$ cat config.mk
export PLATFORM = sky130hd
export DESIGN_NAME = clk_div_multi
export DESIGN_NICKNAME = d
export VERILOG_FILES = /design/src/rtl/clk_div_pkg.sv /design/src/rtl/clk_div_chan.sv /design/src/rtl/clk_div_multi.sv
export SDC_FILE = /design/constraint.sdc
export NUM_CORES = 1
export LEC_CHECK = 0
export CORE_ASPECT_RATIO = 1.4
export CORE_MARGIN = 1.5
export CORE_UTILIZATION = 52
export CTS_CLUSTER_DIAMETER = 120
export CTS_CLUSTER_SIZE = 10
export DETAILED_ROUTE_END_ITERATION = 10
export PLACE_DENSITY = 0.79
export SETUP_SLACK_MARGIN = 0.3
export SLEW_MARGIN = 15
export SYNTH_ARGS = -nofsm -noshare
export SYNTH_HDL_FRONTEND = slang
export SYNTH_SLANG_ARGS = --single-unit
$ cat constraint.sdc
create_clock -name clk -period 3.4 [get_ports clk]
set_input_delay 0.34 -clock clk [delete_from_list [all_inputs] [get_ports clk]]
set_output_delay 0.34 -clock clk [all_outputs]
set_load 0.1 [all_outputs]
$ cat src/rtl/clk_div_pkg.sv
// rtl/clk_div_pkg.sv - shared constants, mode decode and helpers for the multi-channel clock divider
package clk_div_pkg;

  localparam int DIV_W_DEF  = 8;
  localparam int DIV_STOP   = 0;
  localparam int DIV_BYPASS = 1;

  typedef enum logic [1:0] {
    MODE_STOP,
    MODE_BYPASS,
    MODE_DIV
  } div_mode_e;

  function automatic logic [31:0] half(input logic [31:0] n);
    return n >> 1;
  endfunction

  function automatic div_mode_e mode_of(input logic [31:0] n);
    if (n == DIV_STOP) return MODE_STOP;
    if (n == DIV_BYPASS) return MODE_BYPASS;
    return MODE_DIV;
  endfunction

endpackage

$ cat src/rtl/clk_div_chan.sv
// rtl/clk_div_chan.sv - one divider channel: counter, shadowed divisor, pos/neg phase registers, bypass gate
module clk_div_chan
  import clk_div_pkg::*;
#(
  parameter int DIV_W = DIV_W_DEF
) (
  input  logic             clk,
  input  logic             reset,
  input  logic             enable_i,
  input  logic [DIV_W-1:0] div_n_i,
  input  logic             load_i,
  input  logic             sync_i,
  output logic             clk_out_o,
  output logic             tick_o,
  output logic             running_o,
  output logic             pending_o
);

  localparam logic [DIV_W-1:0] ONE = 1;

  logic [DIV_W-1:0] count_q, count_d;
  logic [DIV_W-1:0] active_q, active_d;
  logic [DIV_W-1:0] shadow_q, shadow_d;
  logic             pending_q, pending_d;
  logic             running_q, running_d;
  logic             pos_q, pos_d;
  logic             neg_q, gate_q;
  logic             wrap, sync_go, boundary, apply;

  // Every cycle is a period boundary while stopped or bypassed, so pending divisors land at once.
  always_comb begin
    sync_go   = sync_i && running_q && enable_i;
    wrap      = (count_q == active_q - ONE);
    boundary  = !running_q || (mode_of(32'(active_q)) != MODE_DIV) || wrap || sync_go;
    apply     = pending_q && boundary;
    active_d  = apply ? shadow_q : active_q;
    shadow_d  = load_i ? div_n_i : shadow_q;
    pending_d = load_i || (pending_q && !apply);
    if (boundary) begin
      count_d   = '0;
      running_d = enable_i && (mode_of(32'(active_d)) != MODE_STOP);
    end else begin
      count_d   = count_q + ONE;
      running_d = 1'b1;
    end
    pos_d = running_d && (mode_of(32'(active_d)) == MODE_DIV)
            && (32'(count_d) < half(32'(active_d)));
  end

  always_ff @(posedge clk or posedge reset) begin
    if (reset) begin
      count_q   <= '0;
      active_q  <= '0;
      shadow_q  <= '0;
      pending_q <= 1'b0;
      running_q <= 1'b0;
      pos_q     <= 1'b0;
    end else begin
      count_q   <= count_d;
      active_q  <= active_d;
      shadow_q  <= shadow_d;
      pending_q <= pending_d;
      running_q <= running_d;
      pos_q     <= pos_d;
    end
  end

  // Gate changes only while clk is low, so the bypassed clock never produces a runt.
  always_ff @(negedge clk or posedge reset) begin
    if (reset) begin
      neg_q  <= 1'b0;
      gate_q <= 1'b0;
    end else begin
      neg_q  <= pos_q;
      gate_q <= running_q && (mode_of(32'(active_q)) == MODE_BYPASS);
    end
  end

  assign clk_out_o = (clk & gate_q) | pos_q | (active_q[0] & neg_q);
  assign tick_o    = running_q && (count_q == '0);
  assign running_o = running_q;
  assign pending_o = pending_q;

endmodule

$ cat src/rtl/clk_div_multi.sv
// rtl/clk_div_multi.sv - multi-channel programmable clock divider; slices buses into per-channel dividers
module clk_div_multi
  import clk_div_pkg::*;
#(
  parameter int NUM_CH = 2,
  parameter int DIV_W  = DIV_W_DEF
) (
  input  logic                    clk,
  input  logic                    reset,
  input  logic [NUM_CH-1:0]       enable,
  input  logic [NUM_CH*DIV_W-1:0] div_n,
  input  logic [NUM_CH-1:0]       load,
  input  logic                    sync,
  output logic [NUM_CH-1:0]       clk_out,
  output logic [NUM_CH-1:0]       tick,
  output logic [NUM_CH-1:0]       running,
  output logic [NUM_CH-1:0]       pending
);

  for (genvar c = 0; c < NUM_CH; c++) begin : g_ch
    clk_div_chan #(
      .DIV_W(DIV_W)
    ) u_chan (
      .clk      (clk),
      .reset    (reset),
      .enable_i (enable[c]),
      .div_n_i  (div_n[c*DIV_W +: DIV_W]),
      .load_i   (load[c]),
      .sync_i   (sync),
      .clk_out_o(clk_out[c]),
      .tick_o   (tick[c]),
      .running_o(running[c]),
      .pending_o(pending[c])
    );
  end

endmodule
### Word-level counts from Yosys, hierarchy flattened

Cells that the tools add are included.

* latch bits: 0
* RAM bits: 0
* memories: 0
* register bits after elaboration: 58
* bits in read-only memories: 0

* add/sub/neg operators: 4
* bitwise logic cells: 8
* div/mod/pow operators: 0
* equality and inequality tests: 12
* shift operators: 0
* order comparisons: 2
* reduce and logical (&&, ||, !) cells: 38
* muxes and demuxes: 46
* multipliers: 0

Operators with widths (number)
* $logic_not 8->1: 6
* $mux 2: 22
* $eq 8x1->1 const B: 4
* $mux 8: 4
* $mux 1: 20
* $logic_and 1x1->1: 18
* $add 8x1->8 const B: 2
* $eq 8x8->1: 2
* $lt 8x7->1: 2
* $sub 8x1->8 const B: 2
* $logic_or 1x1->1: 8
* $and 1x1->1: 4
* $eq 2x1->1 const B: 2
* $eq 2x2->1 const B: 2
* $logic_not 1->1: 4
* $ne 2x2->1 const B: 2
* $or 1x1->1: 4
* $reduce_bool 2->1: 2

### Logic depth before layout (Yosys ltp)

Gate-level depths: netlist (run 1).

* depth in word-level cells: 24
* depth in mapped cells: 18

### Cells and area by module

From an unflattened synthesis (run 1), not the netlist that was laid out.

* cell total of the unflattened synthesis: 336
* area, all modules: 3538.4 um2

By module, submodules not included
* clk_div_chan: area an instance 1769.2 um2, cells an instance 168, times used 2

==> results of run 1 <==
[path summary, 6_finish.rpt]
| check | from | endpoint | slack, ns | depth (start not counted) |
|---|---|---|---|---|
| worst max-delay path | g_ch[1].u_chan.active_q[0] | g_ch[1].u_chan.pos_q | -0.28 | 16 |
| worst min-delay path | reset | g_ch[0].u_chan.running_o | 0.43 | 3 |
| worst max register to register | g_ch[1].u_chan.active_q[0] | g_ch[1].u_chan.pos_q | -0.28 | 16 |
| worst min register to register | g_ch[0].u_chan.shadow_q[0] | g_ch[0].u_chan.active_q[0] | 0.52 | 2 |
| max in group asynchronous | reset | g_ch[1].u_chan.neg_q | 1.51 | 2 |
| min in group clk | div_n[14] | g_ch[1].u_chan.shadow_q[6] | 0.50 | 2 |
[routing by layer]
layer / vias up / part of all wire / global-route usage
met1: 1412 / 0.35 / 0.248
met5: - / 0 / 0
met3: 43 / 0.042 / 0.0881
li1: 1328 / - / -
met4: 0 / 0.057 / 0.197
met2: 102 / 0.55 / 0.492
[Yosys cell counts (all sizes together), types with 2 or more instances]
cell     instances  area share
a221o            2      0.0058
ha              20       0.073
nor2            30       0.033
or3b             2      0.0051
mux2            17       0.056
a31oi            2      0.0036
inv             24       0.026
nor3b            2      0.0044
xor2            12       0.031
o211ai           4       0.010
nand2b           3      0.0055
o211a            3      0.0087
nand4            2      0.0036
nand2           16       0.017
a21o             5       0.011
buf             12       0.028
and3b            2      0.0055
nand3            7       0.010
and3             4      0.0073
o2111ai          2      0.0051
clkbuf           4      0.0044
o21ai           11       0.020
a211oi           3       0.010
or2              3      0.0055
dfrtn            4       0.029
xnor2           18       0.046
dfrtp           54        0.39
nor4             9       0.016
mux2i           14       0.041
or3              3      0.0073
nor2b            4      0.0073
a32o             2      0.0058
o21a             2      0.0044
nor3             9       0.013
or4              3      0.0069
and2             4      0.0073
nor4b            2      0.0051
a21oi            2      0.0029
[per-stage QoR]
step | total power [mW] | hold slack, ns
2_1_floorplan | 2.27 | 0.433
3_3_place_gp | 2.71 | 0.503
3_5_place_dp | 2.78 | 0.504
4_1_cts | 3.90 | 0.431
5_1_grt | 4.26 | 0.455
6_report | 4.05 | 0.425
[placed cells by master, fill, tap and decap left out, types with 3 or more instances in the layout]
master,count
nor2b_1,4
nor3_1,8
mux2i_2,7
bufinv_16,3
nor2_2,6
nand2_1,15
a21o_1,4
o21ai_0,6
mux2i_1,5
nor4_1,8
clkdlybuf4s50_1,26
dfrtp_1,54
and3_1,4
xnor2_1,18
o211ai_1,3
buf_4,50
nand2b_1,3
inv_1,19
xor2_1,12
clkbuf_8,13
buf_6,5
nor2_1,23
nand3_1,6
mux2_2,17
o211a_1,3
ha_1,17
and2_1,4
dfrtn_1,4
clkinv_2,3
[tightest hold or removal path, delay by kind of cell]
family / cells / cell delay [ns]
buf+inv: 3 / 0.93
[sequential cells by signal (all words and copies together) (netlist names)]
register / cells
g_ch.u_chan.active_q: 16
g_ch.u_chan.count_q: 16
g_ch.u_chan.gate_q: 2
g_ch.u_chan.neg_q: 2
g_ch.u_chan.pending_o: 2
g_ch.u_chan.pos_q: 2
g_ch.u_chan.running_o: 2
g_ch.u_chan.shadow_q: 16
[layout make-up]
cell class	count	area, µm²	area share
well taps	72	90.1	0.0193
repair buffers	81	692	0.148
inverters	24	98.8	0.0212
clock inverters	6	105	0.0226
multi-input cells	233	2000	0.430
clock buffers	17	221	0.0475
flip-flops and latches	58	1450	0.311
[logic make-up (layout without fill, tap and decap cells)]
| logic type | after synthesis | in the layout | share of synthesized area |
|---|---|---|---|
| AOI/OAI and AO/OA | 44 | 44 | 0.104 |
| xor gates and xnor gates | 30 | 30 | 0.0764 |
| adders and majority gates | 20 | 20 | 0.0728 |
| buffers and inverters | 40 | 128 | 0.0582 |
| DFF | 58 | 58 | 0.422 |
| muxes | 31 | 31 | 0.0965 |
| and+or+nand+nor | 108 | 108 | 0.169 |
[what timing repair did]
item | 4_1_cts | 5_1_grt
buffers inserted | 10 | 8
pin swaps | 21 | 18
hold buffers | 0 | 0
endpoints found under the setup margin | 6 | 6
gates resized for setup | 45 | 15
[power by group through the flow]
stage | logic [mW] | clock network, mW | registers, mW
4_1_cts | 1.81 | 1.05 | 1.04
3_5_place_dp | 1.62 | 0.121 | 1.04
2_1_floorplan | 1.11 | 0.117 | 1.04
6_report | 1.96 | 1.04 | 1.05
5_1_grt | 2.09 | 1.09 | 1.08
3_3_place_gp | 1.56 | 0.121 | 1.03
==> run_results.csv, run 1 <==
group,metric,value,unit
run_status,status,"finished with violations",
run_status,violations,"setup timing",
pwr,peakVddDrop,0.000525,V
timing,tns,-0.362,ns
global_route,grt_pass1_wl,14.4,mm
synthesis,yosysSeqAreaShare,0.422,
timing,relSlewSlack,0.351,
clock_network,clock_latency,0.45,ns
cells_and_area,syn_to_final_growth,35.6,%
placement,dp.cells,452,
pwr,seqPwrFrac,0.260,
synthesis,ys.flop_type,"dfrtp_1",
timing,worst_slew_pin_slew,0.970,ns
pwr,p_sw_frac,0.402,
floorplan,dieArea,7110,µm²
placement,gp_congestion,0.889,
clock_network,tritoncts,"yes",
placement,place_ws,-0.263,ns
routing,via_per_inst,5.88,
floorplan,io_pins,31,
routing,drtIter0Drc,146,
worst_hold_path,hp-class,"in2async",
timing,rsz0062_at_grt,"true",
timing,setup_violations,3,
synthesis,postSynthAreaPerCell,10.4,µm²
critical_path,end_kind,"register",
routing,wl_per_cell,18.7,µm
critical_path,path_cells,"inv_4, ha_4, or3b_4, nor4b_4, o2111ai_2, a211oi_4, o21ai_4, mux2i_2, ha_1, a21oi_2, nor2b_1, o21ai_1, and3b_2, nand2_2, o21ai_2, o311a_1",
pwr,power_frac_clock,0.256,
routing,ant_nets,0,
routing,routed_wl,9.16,mm
timing,layout_min_cycle_time,3.68,ns
cells_and_area,final_nets,456,
global_route,grt_max_degree,28,
synthesis,synth_edf_count,0,
global_route,antenna_found_initial,0,
synthesis,yosys_warnings,0,
critical_path,crit_buf_inv,1,
placement,numPortBuffers,30,
synthesis,ys_types,58,
placement,place_area,4040,µm²
critical_path,path_class,"reg2reg",
pwr,combPwrFrac,0.484,
synthesis,synthArstFlopShare,1.00,
placement,hpwl,6.19,mm
floorplan,die_w,71.7,µm
cells_and_area,diodes,0,
floorplan,fp.dieH,99.2,µm
floorplan,initial_core_util,0.546,
timing,clock-skew-final,0.00658,ns
timing,fmax,0.272,GHz
critical_path,critPathTopFamily,"compound AO/OA/AOI/OAI gates",
critical_path,cpPeakStageDelay,0.41,ns
cells_and_area,final_area,4660,µm²
global_route,gr-total-overflow,0,
global_route,grt_pass1_vias,3190,
pwr,p_switching,1.63,mW
synthesis,synth_area,3440,µm²
timing,hold_viol_final,0,
pwr,internal_power,2.42,mW
critical_path,cp.arrival,4.05,ns
routing,drc_errors,0,
cells_and_area,instances_no_fill,491,
job,max_cap_viol_count,0,
pwr,power.density,870,nW/µm²
critical_path,cp_max_fo,5,
critical_path,critPathSlowestCell,"dfrtp_1",
cells_and_area,final.fill_count,438,
synthesis,synth_fp_nets,374,
floorplan,coreArea,6300,µm²
synthesis,synth_seq_cells,58,
global_route,grt_use_total,0.273,
clock_network,path_clk_slew,0.07,ns
cells_and_area,fin_util,0.740,
timing,report.final.slew_viol_count,0,
synthesis,netlist_instances,331,
pwr,p_leak,2.10,nW
timing,worst_slack,-0.282,ns
routing,drt_pre_antenna_iters,6,
routing,vias,2885,
timing,post-route-period-util,1.08,
floorplan,rows,34,
critical_path,crit_required,3.77,ns
critical_path,crit_path_start_kind,"register",
cells_and_area,layout-drive-gt1-share,0.353,
No activity file was read; power rests on OpenSTA's default activity.
==> run 2, diff against run 1 <==
--- a/config.mk
+++ b/config.mk
@@ -12,7 +12,6 @@
 export CTS_CLUSTER_SIZE = 10
 export DETAILED_ROUTE_END_ITERATION = 10
 export PLACE_DENSITY = 0.79
-export SETUP_SLACK_MARGIN = 0.3
 export SLEW_MARGIN = 15
 export SYNTH_ARGS = -nofsm -noshare
 export SYNTH_HDL_FRONTEND = slang
==> run_results.csv, run 2 (synthesis gave the netlist of run 1 again) <==
group,metric,value,unit
cells_and_area,layout-drive-gt1-share,0.385,
placement,gp_congestion,0.921,
placement,hpwl,6.07,mm
timing,rsz0062_at_grt,"true",
critical_path,path_cells,"buf_4, buf_4, nor3_1, xnor2_1, nor4_1, o211a_4, o21a_4, mux2i_2, ha_1, a211oi_2, nor2_2, a211oi_2, nand2_1, mux2i_1, o211a_1",
critical_path,cp.arrival,3.94,ns
critical_path,critPathSlowestCell,"nor4_1",
cells_and_area,final.fill_count,381,
cells_and_area,final_common_cell,"buf_4",
critical_path,crit_path_start,"g_ch[0].u_chan.active_q[0]",
floorplan,initial_core_util,0.546,
routing,drt_pre_antenna_iters,7,
timing,layout_min_cycle_time,3.55,ns
floorplan,coreArea,6300,µm²
critical_path,path_class,"reg2reg",
routing,routed_wl,9.36,mm
critical_path,crit_path_start_kind,"register",
routing,drtIter0Drc,145,
global_route,grt_use_total,0.271,
global_route,grt_max_degree,46,
global_route,grt_pass1_wl,14.4,mm
cells_and_area,instances_no_fill,503,
cells_and_area,syn_to_final_growth,41.6,%
critical_path,crit_buf_inv,2,
pwr,p_leak,2.15,nW
critical_path,cpPeakStageDelay,0.47,ns
placement,numPortBuffers,30,
cells_and_area,final_nets,468,
worst_hold_path,hp-class,"in2async",
floorplan,io_pins,31,
clock_network,tritoncts,"yes",
pwr,power_frac_clock,0.236,
timing,relSlewSlack,0.357,
clock_network,ctsHoldBuffers,0,
pwr,combPwrFrac,0.510,
job,max_cap_viol_count,0,
timing,setup_violations,2,
critical_path,critPathTopFamily,"compound AO/OA/AOI/OAI gates",
pwr,power.density,861,nW/µm²
timing,post-route-period-util,1.05,
floorplan,rows,34,
global_route,antenna_found_initial,0,
pwr,seqPwrFrac,0.254,
timing,worst_slew_pin_slew,0.962,ns
floorplan,fp.dieH,99.2,µm
pwr,p_switching,1.72,mW
global_route,grt_pass1_vias,3117,
timing,fmax,0.281,GHz
clock_network,clock_latency,0.45,ns
cells_and_area,reg_top3,"g_ch.u_chan.active_q: 16 flops, g_ch.u_chan.count_q: 16 flops, g_ch.u_chan.shadow_q: 16 flops",
pwr,p_sw_frac,0.409,
timing,clock-skew-final,0.00744,ns
critical_path,crit_required,3.79,ns
critical_path,end_kind,"register",
floorplan,dieArea,7110,µm²
timing,hold_viol_final,0,
clock_network,path_clk_slew,0.07,ns
global_route,gr-total-overflow,0,
routing,ant_nets,0,
routing,vias,2987,
cells_and_area,final_area,4870,µm²
run_status,status,"finished with violations",
placement,dp.cells,463,
pwr,internal_power,2.48,mW
floorplan,die_w,71.7,µm
placement,place_area,4090,µm²
pwr,peakVddDrop,0.000659,V
critical_path,worstReg2RegStart,"g_ch[0].u_chan.active_q[0]",
timing,report.final.slew_viol_count,0,
run_status,violations,"DRC, setup timing",
cells_and_area,most-common-layout-cells,"buf_4 (60), dfrtp_1 (54), nor2_1 (26), clkdlybuf4s50_1 (26), inv_1 (19)",
timing,worst_slack,-0.154,ns
routing,drc_errors,4,
routing,wl_per_cell,18.6,µm
cells_and_area,diodes,0,
routing,via_per_inst,5.94,
critical_path,cp_max_fo,6,
[run 2: changes by cell type in the layout (fill, tap and decap cells not counted), sizes merged]
| cell | previous run | this run |
|---|---|---|
| clkinvlp | 1 | 4 |
| buf | 57 | 69 |
| bufinv | 3 | 2 |
| clkinv | 3 | 0 |
| inv | 23 | 24 |
[run 2: worst paths after layout]
path                                               to  slack, ns  depth (start not counted)
setup / recovery                 g_ch[0].u_chan.pos_q      -0.15                         15
hold / removal             g_ch[1].u_chan.shadow_q[6]       0.16                          2
setup reg to reg                 g_ch[0].u_chan.pos_q      -0.15                         15
hold reg to reg            g_ch[0].u_chan.active_q[0]       0.51                          2
max in group asynchronous        g_ch[0].u_chan.neg_q       1.38                          2
min in group clk           g_ch[1].u_chan.shadow_q[1]       0.50                          2
[run 2: metrics by stage]
step | hold WS, ns | power, mW | setup WS, ns | util | TNS, ns
6_report | 0.158 | 4.19 | -0.154 | 0.773 | -0.292
5_1_grt | 0.197 | 4.39 | -0.309 | 0.773 | -0.543
4_1_cts | 0.165 | 3.92 | -0.0716 | 0.734 | -0.0716
3_5_place_dp | 0.505 | 2.81 | -0.325 | 0.649 | -1.09
3_3_place_gp | 0.499 | 2.74 | -0.252 | 0.649 | -0.859
2_1_floorplan | 0.457 | 2.21 | -0.0688 | - | -0.0688
[run 2: cell type report]
cell class | count | area (µm²) | area share
Timing Repair Buffer | 93 | 798 | 0.164
Sequential cell | 58 | 1450 | 0.298
Inverter | 24 | 90.1 | 0.0185
Multi-Input combinational cell | 233 | 2130 | 0.437
Clock inverter | 6 | 90.1 | 0.0185
Clock buffer | 17 | 219 | 0.0450
Tap cell | 72 | 90.1 | 0.0185
[run 2: worst reg2reg max path, cell delays in order (launching register included)]
cell      delay (ns)
dfrtp_1         0.39
buf_4           0.13
buf_4           0.15
nor3_1          0.21
xnor2_1         0.09
nor4_1          0.47
o211a_4         0.27
o21a_4          0.20
mux2i_2         0.27
ha_1            0.28
a211oi_2        0.24
nor2_2          0.06
a211oi_2        0.25
nand2_1         0.08
mux2i_1         0.21
o211a_1         0.19
[run 2: repair_timing]
item                                    CTS  global route
resized for setup                        50            32
cloned                                    0             0
pin swaps                                21            22
setup buffers                            11            10
endpoints found under the setup margin    4             4
[run 2: layer usage]
layer | track usage | vias to the layer above | routed length [µm]
li1 | - | 1356 | -
met1 | 0.252 | 1481 | 3150
met2 | 0.507 | 109 | 5360
met3 | 0.0800 | 41 | 417
met4 | 0.158 | 0 | 431
met5 | 0 | - | 0
[run 2: power groups by stage]
stage	logic (mW)	registers (mW)	clock network, mW
final	2.14	1.06	0.991
after global routing	2.27	1.08	1.04
after CTS	1.88	1.04	0.998
after detailed placement	1.65	1.03	0.121
after global placement	1.60	1.02	0.121
after floorplan	1.06	1.03	0.117
